`src/rtl/tag_lookup_ctrl.sv`:
```
// tag_lookup_ctrl: client controller for a synchronous-read tag RAM.
// Looks up {tag,index}, reports hit/victim, allocates or dirties on writes.
//
// Ports:
//   clock, reset            clock, async active-high reset
//   req_valid/req_ready     request handshake; req_addr={tag,index}
//   req_write               1 = write lookup (allocate / mark dirty)
//   resp_valid/resp_ready   response handshake; resp_* held until accepted
//   resp_hit, resp_victim_* hit flag and pre-update entry contents
//   ram_addr/ram_din/ram_we registered tag RAM port; ram_dout RAM read data
//   init_busy               high while the post-reset clear sweep writes
module tag_lookup_ctrl #(
  parameter int AWIDTH     = 3,
  parameter int DWIDTH     = 14,
  parameter int INIT_CLEAR = 1
) (
  input  logic                     clock,
  input  logic                     reset,
  input  logic                     req_valid,
  output logic                     req_ready,
  input  logic [DWIDTH-3+AWIDTH:0] req_addr,
  input  logic                     req_write,
  output logic                     resp_valid,
  input  logic                     resp_ready,
  output logic                     resp_hit,
  output logic                     resp_victim_valid,
  output logic                     resp_victim_dirty,
  output logic [DWIDTH-3:0]        resp_victim_tag,
  output logic [AWIDTH-1:0]        ram_addr,
  output logic [DWIDTH-1:0]        ram_din,
  output logic                     ram_we,
  input  logic [DWIDTH-1:0]        ram_dout,
  output logic                     init_busy
);

  typedef enum logic [2:0] {
    INIT,
    IDLE,
    ISSUE,
    COMPARE,
    UPDATE,
    RESP
  } state_t;

  state_t              state_q;
  logic [AWIDTH-1:0]   cnt_q;
  logic [DWIDTH-3:0]   tag_q;
  logic                wr_q;
  logic                busy_q;
  logic [AWIDTH-1:0]   ram_addr_q;
  logic [DWIDTH-1:0]   ram_din_q;
  logic                ram_we_q;
  logic                resp_valid_q;
  logic                hit_q;
  logic                vv_q;
  logic                vd_q;
  logic [DWIDTH-3:0]   vt_q;

  logic                st_valid;
  logic                st_dirty;
  logic [DWIDTH-3:0]   st_tag;
  logic                st_hit;

  assign st_valid = ram_dout[DWIDTH-1];
  assign st_dirty = ram_dout[DWIDTH-2];
  assign st_tag   = ram_dout[DWIDTH-3:0];
  assign st_hit   = st_valid && (st_tag == tag_q);

  always_ff @(posedge clock or posedge reset) begin
    if (reset) begin
      state_q      <= (INIT_CLEAR != 0) ? INIT : IDLE;
      cnt_q        <= '0;
      tag_q        <= '0;
      wr_q         <= 1'b0;
      busy_q       <= 1'b0;
      ram_addr_q   <= '0;
      ram_din_q    <= '0;
      ram_we_q     <= 1'b0;
      resp_valid_q <= 1'b0;
      hit_q        <= 1'b0;
      vv_q         <= 1'b0;
      vd_q         <= 1'b0;
      vt_q         <= '0;
    end else begin
      unique case (state_q)
        INIT: begin
          // Leave once the last index's write has been presented for a cycle.
          if (ram_we_q && (ram_addr_q == '1)) begin
            ram_we_q <= 1'b0;
            busy_q   <= 1'b0;
            cnt_q    <= '0;
            state_q  <= IDLE;
          end else begin
            ram_we_q   <= 1'b1;
            ram_din_q  <= '0;
            ram_addr_q <= cnt_q;
            cnt_q      <= cnt_q + 1'b1;
            busy_q     <= 1'b1;
          end
        end
        IDLE: begin
          if (req_valid) begin
            tag_q      <= req_addr[DWIDTH-3+AWIDTH:AWIDTH];
            wr_q       <= req_write;
            ram_addr_q <= req_addr[AWIDTH-1:0];
            state_q    <= ISSUE;
          end
        end
        ISSUE: begin
          state_q <= COMPARE;
        end
        COMPARE: begin
          hit_q <= st_hit;
          vv_q  <= st_valid;
          vd_q  <= st_dirty;
          vt_q  <= st_tag;
          // Only a write that already finds a dirty hit skips the RAM write.
          if (wr_q && !(st_hit && st_dirty)) begin
            ram_din_q <= {2'b11, tag_q};
            ram_we_q  <= 1'b1;
            state_q   <= UPDATE;
          end else begin
            resp_valid_q <= 1'b1;
            state_q      <= RESP;
          end
        end
        UPDATE: begin
          ram_we_q     <= 1'b0;
          resp_valid_q <= 1'b1;
          state_q      <= RESP;
        end
        RESP: begin
          if (resp_ready) begin
            resp_valid_q <= 1'b0;
            state_q      <= IDLE;
          end
        end
        default: begin
          state_q <= IDLE;
        end
      endcase
    end
  end

  assign req_ready         = (state_q == IDLE);
  assign init_busy         = busy_q;
  assign ram_addr          = ram_addr_q;
  assign ram_din           = ram_din_q;
  assign ram_we            = ram_we_q;
  assign resp_valid        = resp_valid_q;
  assign resp_hit          = hit_q;
  assign resp_victim_valid = vv_q;
  assign resp_victim_dirty = vd_q;
  assign resp_victim_tag   = vt_q;

endmodule

```
`config.mk`:
```
export PLATFORM = sky130hd
export DESIGN_NAME = tag_lookup_ctrl
export DESIGN_NICKNAME = d
export VERILOG_FILES = /design/src/rtl/tag_lookup_ctrl.sv
export SDC_FILE = /design/constraint.sdc
export NUM_CORES = 1
export LEC_CHECK = 0
export ABC_AREA = 1
export BUFFER_PORTS_ARGS = -buffer_cell sky130_fd_sc_hd__buf_4
export CORE_ASPECT_RATIO = 1.4
export CORE_UTILIZATION = 35
export DETAILED_ROUTE_END_ITERATION = 8
export PLACE_DENSITY = 0.64
export SLEW_MARGIN = 20
export SYNTH_ARGS = -nofsm -noshare
export SYNTH_HDL_FRONTEND = slang
export SYNTH_SLANG_ARGS = --single-unit
```
`constraint.sdc`:
```
create_clock -name clock -period 2.3 [get_ports clock]
set_input_delay 0.46 -clock clock [delete_from_list [all_inputs] [get_ports clock]]
set_output_delay 0.46 -clock clock [all_outputs]
set_load 0.02 [all_outputs]
```
==> impl_results.md <==
- FILL cells: 639
- Max Clock Skew: 0.0189 ns
- Routability cong.: 0.801
- Setup TNS: 0 ns
- Yosys Warn Count: 0
- Vias: 1932
- Number of H-tree levels: 2
- Seq. cell area: 1330 um^2
- Die Ht: 99.1 um
- CTS Buf Count: 5
- Die area: 7080 um^2
- Tightest Pin Transition: 0.676 ns
- Power Density: 1440 nW/um^2
- Die X: 71.4 um
- NumNets Final: 387
- Average cell area after synthesis: 8.36 um^2
- PortBufs: 69
- Hold Path Class: input port to asynchronous set/reset pin
- Mapped cell area: 2360 um^2
- Cts hold-fix bufs: 0
- Slew HR: 0.549
- R2R depth: 7
- Worst path required time: 1.84 ns
- Detail Placement HPWL: 3.99 mm
- Global-route wire length before repair: 9.10 mm
- Largest net degree at the start of global routing: 54
- Num ports: 70
- Status: finished, violations left
- Initial DRC Count: 105
- Syn Nets: 317
- Crit Reg-Reg Startpoint: state_q[2]
- Seq/Total Area, Yosys: 0.562
- Final Hold Viols: 0
- Clock tree buffer depth: 2
- CTS Sinks: 53
- Share of post-route cells with drive strength above 1: 0.266
- Routed WL: 5.31 mm
- Number of global-route vias before repair: 1957
- Initial core utilization: 0.361
- CP max FO: 8
- Setup crit end kind: output pin
- Drt pass-1 iters: 6
- Area of the multi-input gates: 855 um^2
- Reg-to-reg critical path endpoint: ram_addr[0]
- Leakage dissipation: 1.68 nW
- Peak per-stage delay on the critical path: 0.48 ns
- Unrepaired setup endpoints after global routing: false
- Setup Viol. Count Final: 0
- Global Route Usage Sum: 0.165
- Area Growth Syn to Fin: 29.9%
- CTS tree: yes
- Slew Limit Fails: 0
- Core area: 6530 um^2
- Failing checks: design-rule violations
- Postcts setup bufs: 0
- Residual DRC: 4
- Max VDD drop: 0.706 mV
- Startpoint class of the critical path: register
- DR WL/cell: 12.4 um
- Synth Instances: 282
- Max Clk Rate: 0.555 GHz
- Grt ovf: 0
- ANT cells: 0
- Post-synth cell types: 25
- Min Clock Period, post-route: 1.80 ns
- Reg2reg setup slack: 0.53 ns
- Design Area, Final: 3060 um^2
- Max-Cap Viols: 0
- Cell row count: 35
- Initial antenna violation count: 0
- Yosys reg bits: 53
- Clock Latency Late Sink: 0.30 ns
- Final Cycle Share: 0.783
- CP Class: register to output pin
- Drt via density: 4.52
- Worst hold slack: 0.197 ns
- Instance area at placement: 2940 um^2
- Ordered cell list for the critical path: nor2_1 -> inv_1 -> nor2_4 -> buf_4
- Post-CTS sizing: 0
- Clk root buf: clkbuf_8
- Antenna Nets Post-Route: 0
- Slowest CP cell: dfrtp_1
- Worst-path clk slew: 0.10 ns
- Worst path arrival time: 1.34 ns
==> Yosys cell counts <==
| library cell | number | area share |
|---|---|---|
| nor3_1 | 1 | 0.0021 |
| a21boi_1 | 1 | 0.0032 |
| o31ai_1 | 1 | 0.0032 |
| nand3_1 | 4 | 0.0085 |
| ha_1 | 1 | 0.0053 |
| nand3_2 | 2 | 0.0085 |
| buf_6 | 1 | 0.0048 |
| nand2_1 | 105 | 0.17 |
| inv_1 | 32 | 0.051 |
| nor2_4 | 2 | 0.0095 |
| a31oi_1 | 3 | 0.0080 |
| nand2_2 | 3 | 0.0080 |
| mux2_2 | 3 | 0.014 |
| o211ai_1 | 1 | 0.0032 |
| xnor2_1 | 2 | 0.0074 |
| nor2_2 | 2 | 0.0053 |
| o21ai_0 | 18 | 0.038 |
| buf_2 | 4 | 0.0085 |
| nand4_1 | 2 | 0.0053 |
| inv_2 | 3 | 0.0048 |
| nand3b_1 | 1 | 0.0032 |
| nor2_1 | 23 | 0.037 |
| dfrtp_1 | 53 | 0.56 |
| buf_4 | 2 | 0.0064 |
| a21oi_1 | 12 | 0.025 |
==> state kept, by name, summed over array words and instances, names as in the netlist <==
signal and flops:
tag_q 12, resp_victim_valid 1, state_q 3, ram_din 13
cnt_q 3, resp_victim_dirty 1, init_busy 1, ram_addr 3
ram_we 1, resp_valid 1, resp_victim_tag 12, wr_q 1
resp_hit 1
==> layout make-up <==
class | count | share of cell area
sequential | 53 | 0.433
tap | 74 | 0.0302
clock buffer | 6 | 0.0270
multi-input combinational | 187 | 0.279
inverter | 35 | 0.0429
timing repair buffer | 70 | 0.176
clock inverter | 2 | 0.0123
==> logic make-up after synthesis <==
logic type / Yosys count / synth area share
adder cells (fa/ha/maj): 1 / 0.00530
XOR/XNOR: 2 / 0.00743
buffers and inverters: 42 / 0.0753
flip-flops: 53 / 0.562
multiplexers: 3 / 0.0143
AO/OA/AOI/OAI: 36 / 0.0812
AND/OR/NAND/NOR: 145 / 0.254
==> worst max path at each step <==
stage          slack, ns     endpoint  cells after the start         from
2_1_floorplan       0.55     cnt_q[0]                      1        reset
4_1_cts             0.48    req_ready                      4   state_q[2]
3_3_place_gp        0.53   ram_din[9]                     11  ram_dout[5]
3_5_place_dp        0.53   ram_din[9]                     11  ram_dout[0]
6_report            0.50    req_ready                      4   state_q[2]
5_1_grt             0.25  ram_addr[0]                      7   state_q[2]
==> worst max-delay path, delay by kind of cell, from the launching register on <==
kind                   cells  cell delay (ns)
and+or+nand+nor            2             0.30
buffers and inverters      2             0.28
DFF                        1             0.48
==> routing by layer <==
| layer | wire (um) | share of wire | GRT usage | vias to the layer above |
|---|---|---|---|---|
| met2 | 2620 | 0.49 | 0.284 | 50 |
| met4 | 27 | 0.0051 | 0.0369 | 0 |
| met3 | 331 | 0.062 | 0.0456 | 2 |
| met5 | 0 | 0 | 0 | - |
| li1 | - | - | - | 1006 |
| met1 | 2330 | 0.44 | 0.205 | 874 |
==> report_power, final <==
group / switching, W / internal [W]
Combinational: 0.00123 / 0.000809
Sequential: 0.000330 / 0.00138
Clock: 0.000299 / 0.000354
==> layout by cell type (no fill, tap or decap), types with 3 or more instances in the layout <==
cell,Yosys,routed
inv_2,3,4
buf_4,2,69
clkbuf_8,0,6
nor2_1,23,23
nand2_2,3,3
mux2_2,3,3
a21oi_1,12,12
inv_1,32,31
a31oi_1,3,3
nand2_1,105,105
dfrtp_1,53,53
o21ai_0,18,18
nand3_1,4,4
==> stage by stage <==
| step | setup WS (ns) | std cells | utilization | power (W) |
|---|---|---|---|---|
| floorplan | 0.554 | 282 | - | 0.00303 |
| global placement | 0.533 | 419 | 0.451 | 0.00376 |
| detailed placement | 0.528 | 419 | 0.451 | 0.00380 |
| CTS | 0.479 | 427 | 0.469 | 0.00446 |
| global route | 0.254 | 427 | 0.469 | 0.00479 |
| finish | 0.500 | 427 | 0.469 | 0.00440 |
(Power assumes the default switching activity.)
